### src/rtl/icache_refill_ctrl.sv
// icache_refill_ctrl
// Instruction-cache miss handler. Accepts one miss at a time, picks a victim
// way, requests the line from L2, waits for the single-beat response and
// writes line/tag/way into the cache arrays.
//
// State table:
//   state   | meaning
//   S_IDLE  | ready for a miss; victim chosen and address latched on acceptance
//   S_REQ   | l2 request valid, held until handshake or flush
//   S_WAIT  | request accepted, waiting for response; flush arms kill
//   S_WRITE | one-cycle array write of the returned line
//
// Ports:
//   clk_i, rst_i                  clock, synchronous active-high reset
//   miss_i, miss_paddr_i          miss request and physical address
//   valid_bits_i                  valid bits of the indexed set
//   lfsr_way_i, lfsr_en_o         random way in, advance pulse out
//   l2_req_*                      line request to L2 (valid/ready, address)
//   l2_resp_*                     single-beat L2 response (no backpressure)
//   flush_i                       kill the in-flight refill
//   wr_en_o, wr_way_o, wr_idx_o,
//   wr_tag_o, wr_data_o           cache array write port
//   busy_o, refill_done_o,
//   refill_err_o                  status
module icache_refill_ctrl #(
    parameter int N_WAY  = 4,
    parameter int WAY_W  = 2,
    parameter int ADDR_W = 32,
    parameter int IDX_W  = 6,
    parameter int LINE_W = 128,
    parameter int OFF_W  = $clog2(LINE_W / 8),
    parameter int TAG_W  = ADDR_W - IDX_W - OFF_W
) (
    input  logic              clk_i,
    input  logic              rst_i,
    input  logic              miss_i,
    input  logic [ADDR_W-1:0] miss_paddr_i,
    input  logic [N_WAY-1:0]  valid_bits_i,
    input  logic [WAY_W-1:0]  lfsr_way_i,
    output logic              lfsr_en_o,
    output logic              l2_req_valid_o,
    input  logic              l2_req_ready_i,
    output logic [ADDR_W-1:0] l2_req_addr_o,
    input  logic              l2_resp_valid_i,
    input  logic [LINE_W-1:0] l2_resp_data_i,
    input  logic              l2_resp_err_i,
    input  logic              flush_i,
    output logic              wr_en_o,
    output logic [WAY_W-1:0]  wr_way_o,
    output logic [IDX_W-1:0]  wr_idx_o,
    output logic [TAG_W-1:0]  wr_tag_o,
    output logic [LINE_W-1:0] wr_data_o,
    output logic              busy_o,
    output logic              refill_done_o,
    output logic              refill_err_o
);

    typedef enum logic [1:0] {
        S_IDLE,
        S_REQ,
        S_WAIT,
        S_WRITE
    } state_t;

    state_t            state_q, state_d;
    logic              kill_q, kill_d;
    logic [TAG_W-1:0]  tag_q, tag_d;
    logic [IDX_W-1:0]  idx_q, idx_d;
    logic [WAY_W-1:0]  way_q, way_d;
    logic [LINE_W-1:0] data_q, data_d;

    logic              set_full;
    logic [WAY_W-1:0]  victim_way;

    // Scan from the top down so the lowest invalid way is the last to win.
    always_comb begin
        set_full   = 1'b1;
        victim_way = lfsr_way_i;
        for (int i = N_WAY - 1; i >= 0; i--) begin
            if (!valid_bits_i[i]) begin
                set_full   = 1'b0;
                victim_way = WAY_W'(i);
            end
        end
    end

    always_ff @(posedge clk_i) begin
        if (rst_i) begin
            state_q <= S_IDLE;
            kill_q  <= 1'b0;
            tag_q   <= '0;
            idx_q   <= '0;
            way_q   <= '0;
            data_q  <= '0;
        end else begin
            state_q <= state_d;
            kill_q  <= kill_d;
            tag_q   <= tag_d;
            idx_q   <= idx_d;
            way_q   <= way_d;
            data_q  <= data_d;
        end
    end

    // Pulses are suppressed while reset is asserted so a refill abandoned by
    // reset never produces a late strobe.
    always_comb begin
        state_d        = state_q;
        kill_d         = kill_q;
        tag_d          = tag_q;
        idx_d          = idx_q;
        way_d          = way_q;
        data_d         = data_q;
        lfsr_en_o      = 1'b0;
        l2_req_valid_o = 1'b0;
        wr_en_o        = 1'b0;
        refill_done_o  = 1'b0;
        refill_err_o   = 1'b0;
        if (!rst_i) begin
            case (state_q)
                S_IDLE: begin
                    if (miss_i && !flush_i) begin
                        state_d   = S_REQ;
                        kill_d    = 1'b0;
                        tag_d     = miss_paddr_i[ADDR_W-1:OFF_W+IDX_W];
                        idx_d     = miss_paddr_i[OFF_W+IDX_W-1:OFF_W];
                        way_d     = victim_way;
                        lfsr_en_o = set_full;
                    end
                end
                S_REQ: begin
                    l2_req_valid_o = 1'b1;
                    if (l2_req_ready_i) begin
                        // Request already accepted: a same-cycle flush must
                        // kill the response rather than abandon the handshake.
                        state_d = S_WAIT;
                        kill_d  = flush_i;
                    end else if (flush_i) begin
                        state_d = S_IDLE;
                    end
                end
                S_WAIT: begin
                    if (l2_resp_valid_i) begin
                        state_d = S_IDLE;
                        kill_d  = 1'b0;
                        if (!kill_q && !flush_i) begin
                            if (l2_resp_err_i) begin
                                refill_err_o = 1'b1;
                            end else begin
                                data_d  = l2_resp_data_i;
                                state_d = S_WRITE;
                            end
                        end
                    end else if (flush_i) begin
                        kill_d = 1'b1;
                    end
                end
                S_WRITE: begin
                    wr_en_o       = 1'b1;
                    refill_done_o = 1'b1;
                    state_d       = S_IDLE;
                end
                default: state_d = S_IDLE;
            endcase
        end
    end

    assign busy_o        = (state_q != S_IDLE);
    assign l2_req_addr_o = {tag_q, idx_q, OFF_W'(0)};
    assign wr_way_o      = way_q;
    assign wr_idx_o      = idx_q;
    assign wr_tag_o      = tag_q;
    assign wr_data_o     = data_q;

endmodule

### config.mk
export PLATFORM = sky130hd
export DESIGN_NAME = icache_refill_ctrl
export DESIGN_NICKNAME = d
export VERILOG_FILES = /design/src/rtl/icache_refill_ctrl.sv
export SDC_FILE = /design/constraint.sdc
export NUM_CORES = 1
export LEC_CHECK = 0
export ABC_CLOCK_PERIOD_IN_PS = 2300
export BUFFER_PORTS_ARGS = -buffer_cell sky130_fd_sc_hd__buf_2
export CORE_AREA = 4 4 140 142
export DETAILED_ROUTE_END_ITERATION = 8
export DIE_AREA = 0 0 144 146
export GPL_ROUTABILITY_DRIVEN = 0
export HOLD_SLACK_MARGIN = 0.03
export MAX_ROUTING_LAYER = met4
export SLEW_MARGIN = 20
export SYNTH_ARGS = -nofsm -noshare
export SYNTH_HDL_FRONTEND = slang
export SYNTH_SLANG_ARGS = --single-unit
export TNS_END_PERCENT = 20
### constraint.sdc
create_clock -name clk_i -period 2.3 [get_ports clk_i]
set_clock_uncertainty 0.05 [all_clocks]
set_input_delay 0.575 -clock clk_i [delete_from_list [all_inputs] [get_ports clk_i]]
set_output_delay 0.575 -clock clk_i [all_outputs]
set_load 0.005 [all_outputs]
==> results of run 1 <==
-- logic make-up (layout without fill, tap and decap cells) --
group | count (synthesis) | in the layout | share of synthesized area
other cells | 1 | 5 | 0.000607
compound gates | 167 | 167 | 0.141
buf+inv | 91 | 419 | 0.106
mux | 1 | 1 | 0.00162
simple gates | 339 | 339 | 0.219
flops | 161 | 161 | 0.522
fa+ha+maj | 5 | 5 | 0.0101
-- synthesized netlist by cell type (all sizes together), types with 2 or more instances --
cell type / n / share of area
clkbuf: 21 / 0.013
buf: 65 / 0.091
a21oi: 158 / 0.13
ha: 5 / 0.010
nor2b: 3 / 0.0030
dfxtp: 161 / 0.52
or2: 2 / 0.0020
o21ai: 2 / 0.0016
nand2: 319 / 0.19
nor3b: 2 / 0.0024
nand2b: 2 / 0.0032
nor2: 7 / 0.0047
inv: 5 / 0.0030
-- report_power, final --
part           internal [mW]  leakage [nW]  total (mW)  switching, mW
clock                   1.40         0.253        2.59           1.19
combinational          0.227          2.36       0.446          0.220
sequential              2.82          1.30        2.85         0.0271
total                   4.45          3.92        5.89           1.44
-- per-layer routing --
layer  track usage  vias to the layer above  routed length [um]
li1              -                     3049                   -
met1         0.199                     2643                7600
met2         0.279                      225                9070
met3        0.0588                       21                1620
met4        0.0476                        0                 263
met5             -                        -                   0
-- worst reg2reg max path, cell delays in order (launching register included) --
cell and delay [ns]:
dfxtp_4 0.36, inv_4 0.07, ha_2 0.23, nand4bb_4 0.16, or2_4 0.35, buf_4 0.26
nand2_1 0.10, a21oi_1 0.06
-- flip-flops by register name (all words and copies together) (netlist names) --
signal,cells
wr_way_o,2
wr_data_o,128
state_q,2
kill_q,1
wr_idx_o,6
wr_tag_o,22
-- repair_timing --
action,CTS,global route
pin swaps,3,3
hold endpoints to repair,0,0
setup buffers,1,4
gates resized for setup,5,10
endpoints found under the setup margin,2,2
-- worst max-delay path by stage --
stage,slack [ns],endpoint,from
after floorplan,0.22,lfsr_en_o,state_q[0]
after global placement,0.16,lfsr_en_o,flush_i
after detailed placement,0.15,lfsr_en_o,flush_i
after CTS,-0.02,refill_err_o,state_q[0]
after global routing,-0.05,lfsr_en_o,state_q[0]
final,0.03,lfsr_en_o,state_q[0]
-- final cells by class --
type	instances	area (um^2)
well taps	234	293
fillers	1954	9930
multi-input cells	516	2340
clock buffers	19	433
clock inverters	13	104
inverters	5	26.3
flip-flops and latches	161	3230
repair buffers	382	2090
diodes	1	2.50
-- placed cells by master (no fill, tap or decap), drive strengths merged, types with 3 or more instances in the layout --
master    count
buf         382
ha            5
nand2       319
nor2b         3
dfxtp       161
inv          11
a21oi       158
clkinv        3
nor2          7
clkbuf       19
conb          4
clkinvlp      4
==> metrics.md, run 1 <==
| Metric | Value |
|---|---|
| Slowest cell delay on critical path | 0.36 ns |
| Cell Chain, Critical Path | inv_4 > ha_4 > inv_4 > or2_4 > nor4_2 > buf_2 |
| CP Capture Type | primary output |
| Commonest register cell after synthesis | dfxtp_1 |
| Levels on crit path | 6 |
| Area growth syn-to-layout | 38.0% |
| Final Net Count | 1,261 |
| Post-CTS Hold Buffers | 0 |
| Dpl ws | 0.152 ns |
| Vias | 5,938 |
| Max_cap viols | 0 |
| Final setup margin | 0.0291 ns |
| Final min period | 2.27 ns |
| Non-filler cells, final | 1,331 |
| Via density | 4.46 |
| Synth Warn # | 0 |
| CTS Sinks | 161 |
| RSZ-0062 raised after global routing | true |
| Final ANT Viol Nets | 0 |
| Asr flop ratio synth | 0 |
| Max VDD drop | 0.463 mV |
| Setup_tns | 0 ns |
| Number of global-route vias before repair | 5,361 |
| Power Total | 5.89 mW |
| DR iter-0 viols | 256 |
| GRT Util Overall | 0.171 |
| Clock slew at reported path FFs | 0.07 ns |
| First-pass GRT wire length | 27,900 um |
| Lkg Pwr | 3.92 nW |
| Die H | 146 um |
| 1st-pass router iterations | 4 |
| Clock insertion delay at the later pin of the skew report | 0.41 ns |
| Setup CP Type | reg -> out |
| Worst Reg-to-Reg Cells | 7 |
| HP Class | in -> reg |
| Max Slew Vio Count | 0 |
| Critical path's top delay family | simple AND/OR/NAND/NOR gates |
| Placed cells | 1,293 |
| Post-route design area | 8520 um^2 |
| Root Driver | clkbuf_16 |
| # DRC | 0 |
| PortBufs | 360 |
| Mapped Cells | 765 |
| Hold EP | wr_data_o[86] |
| R2R Path Start | state_q[0] |
| Core area | 18,500 um^2 |
| CTS tree | yes |
| Hold path startpoint | l2_resp_data_i[86] |
| Drt total wl | 18,600 um |
| Worst Hold Slack | 0.335 ns |
| Total die area | 21,000 um^2 |
| Hold depth | 3 |
| PwrDens | 691 nW/um^2 |
| Grt total ovfl | 0 |
| Setup violations, final | 0 |
| H-tree levels | 4 |
| Crit share post-route | 0.987 |
| Syn Area/Cell | 8.07 um^2 |
| Max Freq | 440 MHz |
| Register-to-register setup slack | 0.52 ns |
| Final core occ | 0.462 |
| WP data required | 1.67 ns |
| Crit path arrival time | 1.65 ns |
| Num CTS Buffers | 17 |
| Die W | 144 um |
| Placed cell area | 7910 um^2 |
| Post-detail-place hpwl | 13,600 um |
| Largest net degree at the start of global routing | 80 |
| Unique cell type count in the Yosys netlist | 30 |
| CP Max Fanout | 4 |
| I/O pins | 369 |
| Clock Path Buffers | 2 |
| Status | completed |
| Initial Util | 0.335 |
| CP Buf/Inv Count | 3 |
| Post-synthesis register bit count | 161 |
| Crit path launch type | flop |
| Layout cells sized above 1 | 0.392 |
| Sequential area share after synthesis | 0.522 |
| Row Count | 50 |
| Synth Cell Area | 6180 um^2 |
| EDFF count, synth | 0 |
| Reg-to-Reg End | wr_data_o[14] |
| Critical path's slowest cell | dfxtp_4 |
| Most used cell, CP | inv_4 |
| WL/cell | 13.9 um |
| Antenna violations before repair | 1 |
| Hold Vio Cnt, Final | 0 |
Power figures use the tool's default switching activity.
==> run 2: changes to the inputs <==
--- a/config.mk
+++ b/config.mk
@@ -15,2 +15,3 @@
 export MAX_ROUTING_LAYER = met4
+export SETUP_SLACK_MARGIN = 0.05
 export SLEW_MARGIN = 20
--- a/constraint.sdc
+++ b/constraint.sdc
@@ -4,2 +4,2 @@
 set_output_delay 0.575 -clock clk_i [all_outputs]
-set_load 0.005 [all_outputs]
+set_load 0.05 [all_outputs]
==> run 2 against run 1 <==
Against the previous run:
- critical path depth unchanged
- non-clock buffer count fell by 7
- combinational power up 52%
- core utilization is 0.39 points lower
- sequential share of layout area increased by 0.26 points
- power increased by 7.0%
- die area unchanged
==> metrics.md, run 2 (synthesis results as in run 1) <==
| Metric | Value |
|---|---|
| Status | completed |
| Power Total | 6.30 mW (+7.0%) |
| Grt total ovfl | 0 (unchanged) |
| PwrDens | 746 nW/um^2 (+7.9%) |
| Non-filler cells, final | 1,324 (-0.53%) |
| Internal | 4.58 mW (+2.8%) |
| Reg-to-Reg End | wr_data_o[123] |
| Final min period | 2.25 ns (-0.0183 ns) |
| Switching Share | 0.274 (+0.0299) |
| Vias | 5,947 (+0.15%) |
| Final Net Count | 1,254 (-0.56%) |
| Die W | 144 um (unchanged) |
| Via density | 4.49 (+0.68%) |
| RSZ-0062 raised after global routing | true |
| P_sw | 1.73 mW (+20%) |
| Crit share post-route | 0.979 (-0.00794) |
| I/O pins | 369 (unchanged) |
| Core area | 18,500 um^2 (unchanged) |
| Sequential power share | 0.452 (-0.032) |
| Die H | 146 um (unchanged) |
| Worst Reg-to-Reg Cells | 7 (unchanged) |
| Final setup margin | 0.0474 ns (+0.0183 ns) |
| Max Slew Vio Count | 0 (unchanged) |
| Hold depth | 3 (unchanged) |
| PortBufs | 360 (unchanged) |
| Slew Limit Headroom | 0.567 |
| Power share of the clock group | 0.441 (about the same) |
| DR iter-0 viols | 215 (-16%) |
| R2R Path Start | state_q[0] |
| Placed cells | 1,288 (-0.39%) |
| Drt total wl | 18,800 um (+1.2%) |
| Clock slew at reported path FFs | 0.07 ns (about the same) |
| Post-detail-place hpwl | 13,300 um (-2.4%) |
| Dpl ws | 0.0861 ns (-0.0657 ns) |
| Clock insertion delay at the later pin of the skew report | 0.41 ns (about the same) |
| Hold Vio Cnt, Final | 0 (unchanged) |
| Number of global-route vias before repair | 5,512 (+2.8%) |
| Max_cap viols | 0 (unchanged) |
| Area growth syn-to-layout | 36.9% |
| Most frequent cells in the layout | 356 x buf_2, 319 x nand2_1, 159 x dfxtp_1, 158 x a21oi_1, 17 x clkbuf_16 |
| Max Freq | 444 MHz (+0.81%) |
| Clock Path Buffers | 2 (unchanged) |
| GRT Util Overall | 0.173 (+0.00202) |
| Crit path arrival time | 1.63 ns (-0.02 ns) |
| CP Max Fanout | 3 (-1) |
| Num CTS Buffers | 17 (unchanged) |
| Final ANT Viol Nets | 0 (unchanged) |
| CTS tree | yes |
| Root Driver | clkbuf_16 |
| Combinational share of power | 0.107 (+0.031) |
| H-tree levels | 4 (unchanged) |
| Hold path startpoint | l2_resp_data_i[68] |
| Initial Util | 0.335 (unchanged) |
| Worst Hold Slack | 0.341 ns (+0.00600 ns) |
| Slew @ Worst Pin | 0.650 ns |
| CP Capture Type | primary output |
| Total die area | 21,000 um^2 (unchanged) |
| Largest net degree at the start of global routing | 87 (+8.8%) |
| CTS Sinks | 161 (unchanged) |
| First-pass GRT wire length | 28,200 um (+1.3%) |
| HP Class | in -> reg |
| 1st-pass router iterations | 4 (unchanged) |
| Crit path launch type | flop |
| Row Count | 50 (unchanged) |
| Setup_tns | 0 ns (unchanged) |
| Max FFs per register | 128 (unchanged) |
| Lkg Pwr | 3.88 nW (-0.96%) |
| WP data required | 1.67 ns (about the same) |
| WL/cell | 14.2 um (+1.7%) |
| # DRC | 0 (unchanged) |
| Layout cells sized above 1 | 0.389 (-0.00299) |
| Antenna violations before repair | 1 (unchanged) |
| Register-to-register setup slack | 0.56 ns (+0.04 ns) |
| Most common cell after layout, fill and taps aside | buf_2 |
| Setup violations, final | 0 (unchanged) |
| Hold EP | wr_data_o[68] |
| Max VDD drop | 0.447 mV (-3.3%) |
| Setup CP Type | reg -> out |
| Post-CTS Hold Buffers | 0 (unchanged) |
-- run 2: critical path, stage by stage (launching register included) --
cell	delay [ns]
dfxtp_2	0.34
inv_4	0.07
ha_4	0.14
clkinvlp_4	0.08
or2_4	0.25
nor4_4	0.14
buf_6	0.19
-- run 2: worst max-delay path by stage --
stage / from / end / cells past startpoint
5_1_grt: state_q[1] / lfsr_en_o / 6
2_1_floorplan: state_q[1] / lfsr_en_o / 7
6_report: state_q[0] / lfsr_en_o / 6
3_5_place_dp: flush_i / lfsr_en_o / 5
4_1_cts: state_q[0] / lfsr_en_o / 6
3_3_place_gp: flush_i / lfsr_en_o / 5
-- run 2: timing repair --
item | 4_1_cts | 5_1_grt
buffers inserted | 3 | 0
resized for setup | 7 | 5
pin swaps | 2 | 0
endpoints found under the setup margin | 2 | 3
-- run 2: power by group through the flow --
stage	Sequential (mW)	Combinational (mW)	Clock, mW
4_1_cts	2.85	0.679	2.86
2_1_floorplan	3.02	0.341	0
3_5_place_dp	2.91	0.665	0
3_3_place_gp	2.91	0.665	0
5_1_grt	2.85	0.726	3.00
6_report	2.85	0.677	2.78
-- run 2: routing by layer --
| metal | track usage | routed length, um |
|---|---|---|
| met1 | 0.201 | 7770 |
| met3 | 0.0463 | 1420 |
| met5 | - | 0 |
| met2 | 0.284 | 9160 |
| met4 | 0.0640 | 416 |
-- run 2: layout make-up --
cell class,instances,area [um^2]
Timing Repair Buffer,375,1990
Antenna cell,1,2.50
Multi-Input combinational cell,516,2350
Clock buffer,18,429
Inverter,5,25.0
Tap cell,234,293
Clock inverter,14,143
Fill cell,1926,10000
Sequential cell,161,3230
-- run 2: through the flow --
| step | instance area (um^2) | utilization |
|---|---|---|
| after floorplan | 6220 | - |
| after global placement | 7830 | 0.424 |
| after detailed placement | 7830 | 0.424 |
| after CTS | 8440 | 0.457 |
| after global routing | 8450 | 0.458 |
| final | 8450 | 0.458 |
